--- config.mk ---
export PLATFORM = sky130hd
export DESIGN_NAME = umi_loc_arbiter
export DESIGN_NICKNAME = d
export VERILOG_FILES = /design/src/rtl/umi_loc_arbiter.sv
export SDC_FILE = /design/constraint.sdc
export NUM_CORES = 1
export LEC_CHECK = 0
export CORE_AREA = 10 10 689 691
export CTS_CLUSTER_DIAMETER = 50
export DETAILED_ROUTE_END_ITERATION = 10
export DIE_AREA = 0 0 699 701
export PLACE_DENSITY = 0.3
export SLEW_MARGIN = 20
export SYNTH_ARGS = -nofsm -noshare
export SYNTH_HDL_FRONTEND = slang
export SYNTH_SLANG_ARGS = --single-unit
--- constraint.sdc ---
create_clock -name clk -period 1.9 [get_ports clk]
set_input_delay 0.285 -clock clk [delete_from_list [all_inputs] [get_ports clk]]
set_output_delay 0.285 -clock clk [all_outputs]
set_load 0.05 [all_outputs]
--- src/rtl/umi_loc_arbiter.sv ---
// Two-requester round-robin arbiter for the umi_endpoint local memory port.
// Optional per-requester accept counters are built when UMI_LOC_ARB_STATS_EN is defined.
module umi_loc_arbiter #(
  parameter int AW   = 64,
  parameter int DW   = 256,
  parameter int HOLD = 4
) (
  input  logic          clk,
  input  logic          nreset,
  input  logic [AW-1:0] req0_addr,
  input  logic          req0_write,
  input  logic          req0_read,
  input  logic [7:0]    req0_opcode,
  input  logic [2:0]    req0_size,
  input  logic [7:0]    req0_len,
  input  logic [DW-1:0] req0_wrdata,
  output logic          req0_ready,
  output logic [DW-1:0] req0_rddata,
  input  logic [AW-1:0] req1_addr,
  input  logic          req1_write,
  input  logic          req1_read,
  input  logic [7:0]    req1_opcode,
  input  logic [2:0]    req1_size,
  input  logic [7:0]    req1_len,
  input  logic [DW-1:0] req1_wrdata,
  output logic          req1_ready,
  output logic [DW-1:0] req1_rddata,
  output logic [AW-1:0] loc_addr,
  output logic          loc_write,
  output logic          loc_read,
  output logic [7:0]    loc_opcode,
  output logic [2:0]    loc_size,
  output logic [7:0]    loc_len,
  output logic [DW-1:0] loc_wrdata,
  input  logic          loc_ready,
  input  logic [DW-1:0] loc_rddata
`ifdef UMI_LOC_ARB_STATS_EN
  ,
  output logic [31:0]   grant_count0,
  output logic [31:0]   grant_count1
`endif
);

  localparam int CW = $clog2(HOLD + 1);

  typedef enum logic [1:0] {IDLE, OWN0, OWN1} state_t;

  state_t        state, state_nxt;
  logic          last, last_nxt;
  logic [CW-1:0] cnt, cnt_nxt;

  logic pend0, pend1, own_pend, oth_pend, accept;

  assign pend0    = req0_write | req0_read;
  assign pend1    = req1_write | req1_read;
  assign own_pend = (state == OWN0) ? pend0 : pend1;
  assign oth_pend = (state == OWN0) ? pend1 : pend0;
  assign accept   = (state != IDLE) & own_pend & loc_ready;

  // NOTE: state registers use non-blocking assignments so every flop samples pre-edge values.
  always_ff @(posedge clk) begin
    if (!nreset) begin
      state <= IDLE;
      last  <= 1'b1;
      cnt   <= '0;
    end else begin
      state <= state_nxt;
      last  <= last_nxt;
      cnt   <= cnt_nxt;
    end
  end

  // NOTE: every signal written here gets a default first, so no path can infer a latch.
  always_comb begin
    state_nxt = state;
    last_nxt  = last;
    cnt_nxt   = cnt;
    case (state)
      IDLE: begin
        cnt_nxt = '0;
        if (pend0 && pend1) state_nxt = last ? OWN0 : OWN1;
        else if (pend0)     state_nxt = OWN0;
        else if (pend1)     state_nxt = OWN1;
      end
      OWN0, OWN1: begin
        if (!own_pend) begin
          state_nxt = oth_pend ? ((state == OWN0) ? OWN1 : OWN0) : IDLE;
        end else if (accept && (int'(cnt) + 1 == HOLD) && oth_pend) begin
          state_nxt = (state == OWN0) ? OWN1 : OWN0;
        end else if (accept && (int'(cnt) != HOLD)) begin
          cnt_nxt = cnt + CW'(1);
        end
        // Leaving a tenure hands the round-robin pointer to the departing owner.
        if (state_nxt != state) begin
          last_nxt = (state == OWN1);
          cnt_nxt  = '0;
        end
      end
      default: state_nxt = IDLE;
    endcase
  end

  // Return paths depend only on state and loc_*, never on the other requester.
  always_comb begin
    loc_addr    = '0;
    loc_write   = 1'b0;
    loc_read    = 1'b0;
    loc_opcode  = '0;
    loc_size    = '0;
    loc_len     = '0;
    loc_wrdata  = '0;
    req0_ready  = 1'b0;
    req1_ready  = 1'b0;
    req0_rddata = '0;
    req1_rddata = '0;
    case (state)
      OWN0: begin
        loc_addr    = req0_addr;
        loc_write   = req0_write;
        loc_read    = req0_read;
        loc_opcode  = req0_opcode;
        loc_size    = req0_size;
        loc_len     = req0_len;
        loc_wrdata  = req0_wrdata;
        req0_ready  = loc_ready;
        req0_rddata = loc_rddata;
      end
      OWN1: begin
        loc_addr    = req1_addr;
        loc_write   = req1_write;
        loc_read    = req1_read;
        loc_opcode  = req1_opcode;
        loc_size    = req1_size;
        loc_len     = req1_len;
        loc_wrdata  = req1_wrdata;
        req1_ready  = loc_ready;
        req1_rddata = loc_rddata;
      end
      default: ;
    endcase
  end

`ifdef UMI_LOC_ARB_STATS_EN
  always_ff @(posedge clk) begin
    if (!nreset) begin
      grant_count0 <= '0;
      grant_count1 <= '0;
    end else begin
      if (accept && (state == OWN0) && (grant_count0 != 32'hFFFF_FFFF))
        grant_count0 <= grant_count0 + 32'd1;
      if (accept && (state == OWN1) && (grant_count1 != 32'hFFFF_FFFF))
        grant_count1 <= grant_count1 + 32'd1;
    end
  end
`endif

endmodule

==> impl_metrics.ini, run 1 <==
[timing]
worstMarginPinSlew_ns = 0.617
fin_setup_tns_ns = -242.89
setup_slack_ns = -0.516
period_needed_ns = 2.42
rsz0062_at_grt = yes
slew_headroom_pct = 58.8
timing_hold_violations_final = 0
setup-violations-final = 855
post-route-period-util_pct = 127
slew_violations = 0
fin_skew_ns = 0.00263
holdWs_ns = 0.506
fmax_mhz = 414

[clocking]
cts_tree = built
cts_buffer_depth = 2
clkSlewWorstSetupHoldPaths_ns = 0.04
htreeDepth = 1
cts_buffers = 3
cts-root-buf = clkbuf_16
cts_hold_buf = 0
clkSinkCount = 6
insertion_delay_ns = 0.23

[route]
wl_per_cell_um = 39.8
route.vias.total = 22900
routed_wl_mm = 387
via_per_inst = 2.35
remaining_drc_errors = 0
antenna_left = 0
drt-initial-drc-count = 1531
drtPass1Iterations = 5

[setup_path]
crit_chain = buf_6 > ha_4 > buf_12 > buf_6 > a22oi_2 > nor2b_2 > buf_4 > buf_12
reg2reg_depth = 12
r2r_slack_ns = -0.24
crit_arrival_ns = 2.13
crit_path_start = state[1]
worst-path-stages = 8
endpoint_kind = output pin
cp.required_ns = 1.62
path_max_fanout = 10
endpoint = loc_wrdata[25]
crit_path_max_incr_delay_ns = 0.50
crit_type = reg2out
critPathTopFamily = buffers and inverters
rr_startpoint = state[0]
crit_buf_inv = 5
slowest_stage = a22oi_2
regToRegEndpoint = cnt[0]
crit_path_start_kind = register

[pwr]
leakagePower_nw = 17.5
ir_worst_vdd_mv = 0.442
p_per_area_nw_per_um2 = 1240

[die]
initial_core_util_pct = 2.01
die_w_um = 699
pin_count = 1796
die-height_um = 701
num_rows = 250
coreArea_um2 = 461000
die_area_um2 = 490000

[logic_synthesis]
synth_top_cell_area_share_pct = 34.8
synth_area_um2 = 9270
synthCells = 1454
postSynthAreaPerCell_um2 = 6.38
synth_area_leaders = and2_1, a22oi_1, nor2b_1
synth_cell_type_count = 41
synth.net_count = 2401
synthArstFlopShare_pct = 0
yosysWarnings = 0
ys_seq_area_share_pct = 1.30
synth-seq-cells = 6
synth_edf_count = 0
dominantRegCellSynth = dfxtp_1
synth_top_cell_by_area = and2_1

[cells_and_area]
fin_area_um2 = 52500
final_common_cell = clkdlybuf4s50_1
nFillCells = 52500
multi_input_area_um2 = 12600
finalNonFillerCells = 9719
layout-drive-gt1-share_pct = 63.8
layout_common_cells = clkdlybuf4s50_1, buf_12, and2_4
regArea_um2 = 123
fin_nets = 4377
area_growth_pct = 466

[placed_design]
dp_slack_ns = -0.801
hpwl_mm = 358
port_buffers = 1795
postPlaceCellArea_um2 = 48600
place_inst = 9480
place.gp.congestion = 0.969

[status]
status = finished, violations left
violations = setup timing

[global_route]
grt_max_degree = 71
antenna_found_initial = 400
gr-total-overflow = 0
grt_pass1_wl_mm = 439
grt_use_total_pct = 14.9
grt_pass1_vias = 22500

[run]
drv_cap = 0

[min_path]
hold_class = reg2reg
-- state kept, by name, indices dropped and copies added (netlist names) --
name and count:
state 2, cnt 3, last 1
-- final cells by class --
cell class,count,share of cell area (%)
Inverter,5,0.0405
Sequential cell,6,0.234
Timing Repair Buffer,2148,60.3
Multi-Input combinational cell,1266,24.0
Antenna cell,117,0.558
Tap cell,6174,14.7
Clock buffer,3,0.143
-- cell families after synthesis --
family,after synthesis,synth area share (%)
simple gates,886,59.7
compound gates,372,30.3
buf+inv,182,7.59
fa+ha+maj,6,0.810
flops,6,1.30
xor+xnor,1,0.176
mux,1,0.108
-- worst min path at each step --
stage | endpoint | cells past startpoint | from
3_5_place_dp | cnt[0] | 1 | cnt[0]
4_1_cts | cnt[0] | 1 | cnt[0]
6_report | cnt[1] | 2 | cnt[1]
3_3_place_gp | cnt[1] | 2 | cnt[1]
5_1_grt | cnt[0] | 1 | cnt[0]
2_1_floorplan | cnt[0] | 1 | cnt[0]
-- cells in the mapped netlist (all sizes together), types with 2 or more instances --
master and instances:
or2b 2, a22o 2, buf 16, o21ai 8, nand2 6, clkbuf 161
a31oi 3, o311ai 2, ha 6, inv 5, a32o 2, nor2 7
a21oi 6, a211oi 2, or2 2, dfxtp 6, nand3 6, a22oi 342
and2 515, nor2b 344
-- worst min-delay path: stages, from the launching register on --
cell and delay, ns:
dfxtp_1 0.32, nand3_1 0.08, o31ai_2 0.06
-- metal layers --
| layer | up-vias | track usage [%] | share of wire, % |
|---|---|---|---|
| met5 | - | 0 | 0.33 |
| met4 | 198 | 2.38 | 2.6 |
| met3 | 648 | 8.36 | 13 |
| met2 | 1706 | 25.7 | 48 |
| met1 | 11200 | 16.1 | 37 |
| li1 | 9114 | - | - |
-- report_power, final --
part           total (mW)  internal [mW]  switching (mW)  leakage, nW
clock               0.341          0.270          0.0710       0.0377
sequential          0.177          0.153          0.0244       0.0495
combinational        64.5           30.2            34.3         17.4
-- stage by stage --
stage / util (%) / power, mW
after floorplan: - / 26.1
after global placement: 10.5 / 57.5
after detailed placement: 10.5 / 57.5
after CTS: 11.0 / 64.4
after global routing: 11.3 / 67.4
final: 11.4 / 65.0
-- repair_timing --
action	CTS	global route
setup endpoints to repair	856	854
pin swaps	28	30
gates cloned	30	22
buffers inserted	41	37
resized for setup	201	163
Power figures use the tool's default switching activity.
==> run 2: changes to the inputs <==
==> config.mk (replaced) <==
export PLATFORM = sky130hd
export DESIGN_NAME = umi_loc_arbiter
export DESIGN_NICKNAME = d
export VERILOG_FILES = /design/src/rtl/umi_loc_arbiter.sv
export SDC_FILE = /design/constraint.sdc
export NUM_CORES = 1
export LEC_CHECK = 0
export CORE_AREA = 2 2 701 703
export CTS_CLUSTER_DIAMETER = 50
export DETAILED_ROUTE_END_ITERATION = 10
export DIE_AREA = 0 0 703 705
export PLACE_DENSITY = 0.3
export SYNTH_ARGS = -nofsm -noshare
export SYNTH_HDL_FRONTEND = slang
export SYNTH_SLANG_ARGS = --single-unit
==> impl_metrics.ini, run 2 (synthesis results as in run 1) <==
[status]
status = finished, violations left
violations = setup timing

[route]
antenna_left = 0
remaining_drc_errors = 0
drtPass1Iterations = 5
drt-initial-drc-count = 1391
wl_per_cell_um = 38.4
routed_wl_mm = 384
route.vias.total = 22600
via_per_inst = 2.26

[timing]
fmax_mhz = 413
worstMarginPinSlew_ns = 0.699
timing_hold_violations_final = 0
setup-violations-final = 860
post-route-period-util_pct = 127
slew_violations = 0
fin_skew_ns = 0.00289
setup_slack_ns = -0.522
period_needed_ns = 2.42
rsz0062_at_grt = yes
slew_headroom_pct = 53.3

[clocking]
htreeDepth = 1
cts_hold_buf = 0
clkSinkCount = 6
cts-root-buf = clkbuf_16
cts_buffers = 3
cts_buffer_depth = 2
insertion_delay_ns = 0.23
cts_tree = built
clkSlewWorstSetupHoldPaths_ns = 0.04

[setup_path]
endpoint_kind = output pin
regToRegEndpoint = cnt[0]
crit_path_max_incr_delay_ns = 0.33
r2r_slack_ns = -0.21
rr_startpoint = state[1]
path_max_fanout = 8
crit_type = reg2out
slowest_stage = dfxtp_2
reg2reg_depth = 12
endpoint = loc_wrdata[249]
crit_path_start_kind = register
crit_path_start = state[0]
crit_chain = buf_6 > ha_4 > buf_16 > buf_12 > buf_16 > a22oi_2 > buf_4 > nor2b_4 > buf_12
cp.required_ns = 1.62
crit_arrival_ns = 2.14

[cells_and_area]
top_register = cnt
area_growth_pct = 473
top_regs = cnt x3, state x2, last x1
final_common_cell = buf_12
fin_area_um2 = 53100
largest_reg_flops = 3
fin_nets = 4349
fin_util_pct = 10.9
layout_common_cells = buf_12, clkdlybuf4s50_1, and2_4
layout-drive-gt1-share_pct = 65.0

[pwr]
swShare_pct = 52.3
ir_worst_vdd_mv = 0.457
total_power_mw = 64.7
p_sw_mw = 33.8
leakagePower_nw = 17.5
p_int_mw = 30.9
power_frac_seq_pct = 0.3
clkPwrFrac_pct = 0.5
pwr-share-comb_pct = 99.2
p_per_area_nw_per_um2 = 1220

[global_route]
grt_max_degree = 44
grt_use_total_pct = 14.7
grt_pass1_wl_mm = 433
gr-total-overflow = 0
antenna_found_initial = 417
grt_pass1_vias = 21800

[placed_design]
place.gp.congestion = 0.919
hpwl_mm = 355
port_buffers = 1795
postPlaceCellArea_um2 = 49200

[die]
num_rows = 257
coreArea_um2 = 488000
die_area_um2 = 496000
pin_count = 1796
die-height_um = 705
initial_core_util_pct = 1.90
die_w_um = 703

[min_path]
hold_class = reg2reg

[run]
drv_cap = 0
==> run 2: changes by cell type in the layout (fill, tap and decap cells not counted), sizes merged <==
| cell | previous run | this run |
|---|---|---|
| clkdlybuf4s50 | 940 | 933 |
| buf | 1183 | 1164 |
| clkbuf | 24 | 23 |
| bufbuf | 4 | 3 |
| diode | 117 | 131 |
==> run 2: final cells by class <==
type | count | area (um^2)
diodes | 131 | 328
clock buffers | 3 | 75.1
fillers | 55700 | 435000
inverters | 5 | 18.8
multi-input cells | 1266 | 12800
flip-flops and latches | 6 | 123
well taps | 6475 | 8100
repair buffers | 2120 | 31700
==> run 2: per-layer routing <==
| layer | GRT usage (%) | vias to the layer above | part of all wire [%] |
|---|---|---|---|
| met5 | 0 | - | 0.38 |
| met3 | 9.59 | 768 | 14 |
| met1 | 14.6 | 10700 | 34 |
| met2 | 25.4 | 1806 | 48 |
| met4 | 3.64 | 214 | 3.3 |
| li1 | - | 9060 | - |
==> run 2: worst min path at each step <==
| stage | depth (start not counted) | slack, ns | from | to |
|---|---|---|---|---|
| 2_1_floorplan | 1 | 0.45 | cnt[0] | cnt[0] |
| 3_3_place_gp | 1 | 0.46 | cnt[0] | cnt[0] |
| 3_5_place_dp | 1 | 0.49 | cnt[0] | cnt[0] |
| 4_1_cts | 1 | 0.50 | cnt[0] | cnt[0] |
| 5_1_grt | 1 | 0.53 | cnt[0] | cnt[0] |
| 6_report | 1 | 0.50 | cnt[0] | cnt[0] |
==> run 2: critical path: cells and delay by family, from the launching register on <==
| family | cells | cell delay [ns] |
|---|---|---|
| buffers and inverters | 6 | 1.00 |
| AND/OR/NAND/NOR | 1 | 0.05 |
| adder cells (fa/ha/maj) | 1 | 0.18 |
| AO/OA/AOI/OAI | 1 | 0.26 |
| flip-flops | 1 | 0.33 |
==> run 2: power by group through the flow <==
stage / Sequential (mW) / Combinational [mW] / Clock [mW]
global placement: 0.179 / 56.7 / 0
global route: 0.180 / 66.4 / 0.362
finish: 0.178 / 64.2 / 0.345
detailed placement: 0.176 / 56.6 / 0
CTS: 0.179 / 62.8 / 0.354
floorplan: 0.181 / 26.0 / 0
==> run 2: repair_timing <==
item,CTS,global route
gates resized for setup,228,179
pin swaps,28,15
gates cloned,30,25
endpoints found under the setup margin,860,861
setup buffers,30,20
endpoints found under the hold margin,0,0
==> run 2: stage by stage <==
step / hold WS [ns] / TNS, ns / instances / worst slack [ns]
2_1_floorplan: 0.445 / -51.10 / 1454 / -0.303
3_3_place_gp: 0.458 / -123.11 / 9776 / -0.460
3_5_place_dp: 0.489 / -108.31 / 9776 / -0.431
4_1_cts: 0.497 / -286.64 / 9838 / -0.466
5_1_grt: 0.534 / -306.17 / 9943 / -0.478
6_report: 0.503 / -261.20 / 10000 / -0.522
